**src/rtl/pipe_pkg.sv**
```systemverilog
// pipe_pkg
// Shared definitions for the pipeline stage registers and the hazard logic
// that inspects them.
//   - control-bundle bit positions (RegWrite, MemWrite, MemToReg, JAL, LUI,
//     LB, branch field, ALU-op field)
//   - default per-stage widths for IF/ID, ID/EX, EX/MEM and MEM/WB
//   - pipe_op_e, the per-cycle action of a stage register
//   - ctrl_is_write(), which tells a hazard unit whether an entry writes state
package pipe_pkg;

  // Control-bundle bit map, shared by every stage that carries the bundle.
  localparam int unsigned CTRL_REGWRITE   = 0;
  localparam int unsigned CTRL_MEMWRITE   = 1;
  localparam int unsigned CTRL_MEMTOREG   = 2;
  localparam int unsigned CTRL_JAL        = 3;
  localparam int unsigned CTRL_LUI        = 4;
  localparam int unsigned CTRL_LB         = 5;
  localparam int unsigned CTRL_BRANCH_LSB = 6;
  localparam int unsigned CTRL_BRANCH_MSB = 8;
  localparam int unsigned CTRL_ALUOP_LSB  = 9;
  localparam int unsigned CTRL_ALUOP_MSB  = 12;

  // Common widths
  localparam int unsigned PIPE_RW_W   = 5;
  localparam int unsigned PIPE_DATA_W = 32;

  // IF/ID: no decoded control yet; carries instruction word and PC.
  localparam int unsigned IFID_CTRL_W  = 1;
  localparam int unsigned IFID_NDATA   = 2;

  // ID/EX: A, B, Ext, Imm, PC, index.
  localparam int unsigned IDEX_CTRL_W  = 24;
  localparam int unsigned IDEX_NDATA   = 6;

  // EX/MEM: ALU result, store data, PC.
  localparam int unsigned EXMEM_CTRL_W = 16;
  localparam int unsigned EXMEM_NDATA  = 3;

  // MEM/WB: ALU result, load data.
  localparam int unsigned MEMWB_CTRL_W = 8;
  localparam int unsigned MEMWB_NDATA  = 2;

  // What a stage register does on the coming edge (reset handled separately).
  typedef enum logic [1:0] {
    PIPE_OP_LOAD  = 2'd0,
    PIPE_OP_HOLD  = 2'd1,
    PIPE_OP_FLUSH = 2'd2
  } pipe_op_e;

  // True when the entry would update architectural state (register file or
  // memory). Narrower bundles are zero-extended by the caller.
  function automatic logic ctrl_is_write(input logic [IDEX_CTRL_W-1:0] ctrl);
    return ctrl[CTRL_REGWRITE] | ctrl[CTRL_MEMWRITE];
  endfunction

endpackage

```
**src/rtl/sat_cnt.sv**
```systemverilog
// sat_cnt
// Saturating up-counter with synchronous clear.
//   clk  : clock, posedge
//   rst  : synchronous active-high reset, counter to zero
//   inc  : advance by one unless already at MAX
//   clr  : return to zero (takes priority over inc)
//   cnt  : current count
module sat_cnt #(
  parameter int unsigned      W   = 8,
  parameter logic [W-1:0]     MAX = '1
) (
  input  logic         clk,
  input  logic         rst,
  input  logic         inc,
  input  logic         clr,
  output logic [W-1:0] cnt
);

  always_ff @(posedge clk) begin
    if (rst) begin
      cnt <= '0;
    end else if (clr) begin
      cnt <= '0;
    end else if (inc && (cnt != MAX)) begin
      cnt <= cnt + 1'b1;
    end
  end

endmodule

```
**src/rtl/pipe_stage_reg.sv**
```systemverilog
// pipe_stage_reg
// Fully registered pipeline stage boundary with stall, flush and valid.
// Optional statistics counters are built when PIPE_STATS_EN is defined;
// otherwise stall_cnt_o / flush_cnt_o are tied to zero.
//
// Ports
//   clk          clock, posedge
//   rst          synchronous active-high reset
//   stall_i      hold current contents
//   flush_i      insert a bubble (wins over stall_i)
//   valid_i      upstream entry is a real instruction
//   ctrl_i       control bundle        [CTRL_W]
//   rw_i         destination register  [RW_W]
//   data_i       packed data words     [NDATA*DATA_W], word k at [k*DATA_W +: DATA_W]
//   valid_o      registered valid
//   ctrl_o       registered control, zero whenever valid_o=0
//   rw_o         registered destination, zero whenever valid_o=0
//   data_o       registered data (held across flushes)
//   bubble_o     current entry was created by a flush
//   stall_to_o   STALL_MAX or more consecutive stalled cycles
//   stall_cnt_o  total stalled cycles (PIPE_STATS_EN)
//   flush_cnt_o  total flush cycles (PIPE_STATS_EN)
//
// STALL_MAX must be at least 1.
module pipe_stage_reg
  import pipe_pkg::*;
#(
  parameter int unsigned CTRL_W    = IDEX_CTRL_W,
  parameter int unsigned RW_W      = PIPE_RW_W,
  parameter int unsigned DATA_W    = PIPE_DATA_W,
  parameter int unsigned NDATA     = IDEX_NDATA,
  parameter int unsigned STALL_MAX = 15,
  parameter int unsigned CNT_W     = 32
) (
  input  logic                    clk,
  input  logic                    rst,
  input  logic                    stall_i,
  input  logic                    flush_i,
  input  logic                    valid_i,
  input  logic [CTRL_W-1:0]       ctrl_i,
  input  logic [RW_W-1:0]         rw_i,
  input  logic [NDATA*DATA_W-1:0] data_i,
  output logic                    valid_o,
  output logic [CTRL_W-1:0]       ctrl_o,
  output logic [RW_W-1:0]         rw_o,
  output logic [NDATA*DATA_W-1:0] data_o,
  output logic                    bubble_o,
  output logic                    stall_to_o,
  output logic [CNT_W-1:0]        stall_cnt_o,
  output logic [CNT_W-1:0]        flush_cnt_o
);

  localparam int unsigned          SCNT_W   = $clog2(STALL_MAX + 1);
  localparam logic [SCNT_W-1:0]    SCNT_MAX = SCNT_W'(STALL_MAX);

  pipe_op_e          op;
  logic              stall_eff;
  logic              stall_clr;
  logic [SCNT_W-1:0] scnt;

  // A stall that coincides with a flush is not a stall: the flush discards
  // the held entry, so it neither holds the register nor counts as stalled.
  assign stall_eff = stall_i & ~flush_i;
  assign stall_clr = ~stall_eff;

  always_comb begin
    if (flush_i) begin
      op = PIPE_OP_FLUSH;
    end else if (stall_i) begin
      op = PIPE_OP_HOLD;
    end else begin
      op = PIPE_OP_LOAD;
    end
  end

  always_ff @(posedge clk) begin
    if (rst) begin
      valid_o  <= 1'b0;
      ctrl_o   <= '0;
      rw_o     <= '0;
      data_o   <= '0;
      bubble_o <= 1'b0;
    end else begin
      case (op)
        PIPE_OP_LOAD: begin
          valid_o  <= valid_i;
          // Mask control of invalid entries so no write/branch bit leaks.
          ctrl_o   <= valid_i ? ctrl_i : '0;
          rw_o     <= valid_i ? rw_i   : '0;
          data_o   <= data_i;
          bubble_o <= 1'b0;
        end
        PIPE_OP_FLUSH: begin
          // data_o deliberately kept: it is dead once valid_o drops, and
          // holding it avoids toggling the wide data bus.
          valid_o  <= 1'b0;
          ctrl_o   <= '0;
          rw_o     <= '0;
          bubble_o <= 1'b1;
        end
        default: begin
        end
      endcase
    end
  end

  // Consecutive-stall watchdog; saturating at STALL_MAX keeps it sticky for
  // arbitrarily long stalls without a wide counter.
  sat_cnt #(
    .W   (SCNT_W),
    .MAX (SCNT_MAX)
  ) u_wdog (
    .clk (clk),
    .rst (rst),
    .inc (stall_eff),
    .clr (stall_clr),
    .cnt (scnt)
  );

  assign stall_to_o = (scnt >= SCNT_MAX);

`ifdef PIPE_STATS_EN
  sat_cnt #(
    .W (CNT_W)
  ) u_stall_stat (
    .clk (clk),
    .rst (rst),
    .inc (stall_eff),
    .clr (1'b0),
    .cnt (stall_cnt_o)
  );

  sat_cnt #(
    .W (CNT_W)
  ) u_flush_stat (
    .clk (clk),
    .rst (rst),
    .inc (flush_i),
    .clr (1'b0),
    .cnt (flush_cnt_o)
  );
`else
  assign stall_cnt_o = '0;
  assign flush_cnt_o = '0;
`endif

endmodule

```
**config.mk**
```make
export PLATFORM = sky130hd
export DESIGN_NAME = pipe_stage_reg
export DESIGN_NICKNAME = d
export VERILOG_FILES = /design/src/rtl/pipe_pkg.sv /design/src/rtl/sat_cnt.sv /design/src/rtl/pipe_stage_reg.sv
export SDC_FILE = /design/constraint.sdc
export NUM_CORES = 1
export LEC_CHECK = 0
export ABC_AREA = 1
export CAP_MARGIN = 20
export CORE_AREA = 2 2 198 200
export CTS_CLUSTER_SIZE = 30
export DETAILED_ROUTE_END_ITERATION = 10
export DIE_AREA = 0 0 200 202
export PLACE_DENSITY = 0.56
export SETUP_SLACK_MARGIN = 0.05
export SKIP_CTS_REPAIR_TIMING = 1
export SYNTH_ARGS = -nofsm -noshare
export SYNTH_HDL_FRONTEND = slang
export SYNTH_HIERARCHICAL = 1
export SYNTH_SLANG_ARGS = --single-unit
export TNS_END_PERCENT = 10
```
**constraint.sdc**
```tcl
create_clock -name clk -period 2.8 [get_ports clk]
set_input_delay 0.7 -clock clk [delete_from_list [all_inputs] [get_ports clk]]
set_output_delay 0.7 -clock clk [all_outputs]
set_load 0.005 [all_outputs]
```
==> impl_metrics.env <==
export IMPL_status="finished clean"
export IMPL_htree_levels=1
export IMPL_synth_edf_count=0
export IMPL_vias=8441
export IMPL_hold_depth=2
export IMPL_wl_met1_um=12260
export IMPL_drt_wl_total_um=30480
export IMPL_finalPower_mw=7.964
export IMPL_worst_pin_slew_ns=0.5893
export IMPL_drive_above_1_share_pct=4.557
export IMPL_cts_path_max_buffers=3
export IMPL_end_kind="output pin"
export IMPL_r2r_start="u_wdog/cnt[0]$_SDFFE_PP0P_"
export IMPL_period_minus_slack_ns=2.396
export IMPL_startpoint_type="register"
export IMPL_critPathMaxFanout=5
export IMPL_rsz0062_at_grt="no"
export IMPL_yosysUniqueCellTypes=22
export IMPL_hold_class="reg -> reg"
export IMPL_setup_viol=0
export IMPL_clk_pin_slew_ns=0.06
export IMPL_stdcell_area_mm2=0.01410
export IMPL_holdPathEnd="ctrl_o[7]$_SDFFE_PP0P_"
export IMPL_synthesis_area_mm2=0.008597
export IMPL_r2r_end="u_wdog/cnt[1]$_SDFFE_PP0P_"
export IMPL_grt_max_degree=103
export IMPL_antenna_found_initial=0
export IMPL_hp_start="ctrl_o[7]$_SDFFE_PP0P_"
export IMPL_crit_start="u_wdog/cnt[2]$_SDFFE_PP0P_"
export IMPL_fin_nets=1724
export IMPL_drtPass1Iterations=4
export IMPL_drt_initial_drc_count=374
export IMPL_numCtsBuffers=26
export IMPL_numPortBuffers=449
export IMPL_num_antenna_cells=0
export IMPL_drc=0
export IMPL_gp_congestion=0.7908
export IMPL_avgSynthCellArea_um2=7.997
export IMPL_wl_met2_um=14230
export IMPL_yosys_most_used_dff="dfxtp_1"
export IMPL_yosysSeqAreaShare_pct=52.86
export IMPL_start_util_pct=22.45
export IMPL_root_buffer="clkbuf_16"
export IMPL_fp_dieArea_mm2=0.04040
export IMPL_p_leak_nw=5.625
export IMPL_power_per_cell_area_mw_per_mm2=564.8
export IMPL_synth_warnings=6
export IMPL_setup_tns_ns=0
export IMPL_vdd_drop_max_v=0.0003313
export IMPL_path_class="reg -> out"
export IMPL_slew_viol_final=0
export IMPL_ys_ff_latch=227
export IMPL_cts_tree="done"
export IMPL_met3_length_um=3047
export IMPL_synthCells=1075
export IMPL_core_area_mm2=0.03829
export IMPL_fp_dieH_um=202
export IMPL_crit_arrival_ns=1.70
export IMPL_grt_pass1_wl_um=45290
export IMPL_clkSinkCount=227
export IMPL_finalHoldViolations=0
export IMPL_syn_to_final_growth_pct=64.02
export IMPL_async_flop_share_pct=0
export IMPL_postRouteAntennaNets=0
export IMPL_max_freq_mhz=417.4
export IMPL_grt_usage_pct=14.16
export IMPL_clock_skew_ns=0.003484
export IMPL_dr_max_layer_used="met4"
export IMPL_grt_pass1_vias=8088
export IMPL_reg2reg_depth=6
export IMPL_via_per_inst=4.154
export IMPL_wire_per_inst_um=15.00
export IMPL_rows=72
export IMPL_hpwl_um=21370
export IMPL_cp_required_ns=2.10
export IMPL_fin_util_pct=36.83
export IMPL_max_slew_margin_pct=60.72
export IMPL_placed_area_mm2=0.01331
export IMPL_r2r_setup_slack_ns=1.59
export IMPL_ioPinCount=514
export IMPL_maxCapViolations=0
export IMPL_overflow=0
export IMPL_fin_crit_sh_pct=85.57
export IMPL_clk_insertion_delay_late_ns=0.53
export IMPL_die_x_um=200
report_power, final:
group / internal (mW) / switching, mW
clock network: 1.87 / 1.37
logic: 0.722 / 0.487
registers: 3.43 / 0.0953
cells by family (layout without fill, tap and decap cells):
group	after synthesis	in the layout	synth area share, %
and+or+nand+nor	470	470	21.98
adders and majority gates	1	1	0.1455
other	1	64	0.04362
DFF	227	227	52.86
buffers and inverters	151	527	11.88
AOI/OAI and AO/OA	225	225	13.10
registers in the layout, summed over array words and instances, names as in the netlist:
register	count
bubble_o	1
rw_o	5
u_wdog/cnt	4
data_o	192
ctrl_o	24
valid_o	1
layout make-up:
type	count	area, um^2
clock buffer	40	764.5
clock inverter	5	31.28
fill	3947	24190
inverter	8	37.54
multi-input combinational	760	3268
sequential	227	4544
tap	518	648.1
timing repair buffer	474	4807
placed cells by master (no fill, tap or decap), drive strengths merged:
master         instances
o21ai                193
clkinv                 4
nor2                 397
inv                    8
nand3                 62
a21oi                 32
nand4                  2
ha                     1
clkdlybuf4s50        449
clkbuf                40
dfxtp                227
clkinvlp               1
nand2                  9
conb                  64
buf                   25
cell usage after synthesis (4+ instances only):
| cell | n | area (um^2) |
|---|---|---|
| nand2_1 | 7 | 26.28 |
| o21ai_0 | 147 | 735.7 |
| inv_1 | 5 | 18.77 |
| buf_4 | 73 | 548.0 |
| buf_1 | 4 | 15.01 |
| buf_8 | 4 | 60.06 |
| buf_6 | 15 | 168.9 |
| buf_2 | 16 | 80.08 |
| nand3_1 | 61 | 305.3 |
| o21ai_1 | 46 | 230.2 |
| dfxtp_1 | 227 | 4544 |
| nor2_1 | 395 | 1483 |
| clkbuf_1 | 31 | 116.4 |
| a21oi_1 | 32 | 160.2 |
worst max-delay path, stage by stage (launching register included):
cell	delay [ns]
dfxtp_1	0.42
nand2_1	0.08
nor2_1	0.12
clkdlybuf4s50_1	0.54
per-stage QoR:
stage	hold WS [ns]	std cells	setup slack, ns
floorplan	0.4742	1138	1.167
global placement	0.4703	1987	0.4423
detailed placement	0.4741	1987	0.4056
CTS	0.4830	2032	0.3522
global route	0.4972	2032	0.2803
finish	0.4803	2032	0.4042
routing by layer:
metal | GRT usage, % | up-vias
met4 | 4.709 | 0
li1 | - | 4188
met2 | 24.14 | 367
met3 | 5.323 | 51
met1 | 16.18 | 3835
met5 | 0 | -
worst max path at each step:
| stage | cells past startpoint | to |
|---|---|---|
| after floorplan | 7 | u_wdog/cnt[1]$_SDFFE_PP0P_ |
| after global placement | 7 | u_wdog/cnt[1]$_SDFFE_PP0P_ |
| after detailed placement | 7 | u_wdog/cnt[1]$_SDFFE_PP0P_ |
| after CTS | 3 | stall_to_o |
| after global routing | 3 | stall_to_o |
| final | 3 | stall_to_o |
No activity file was read; power rests on OpenSTA's default activity.
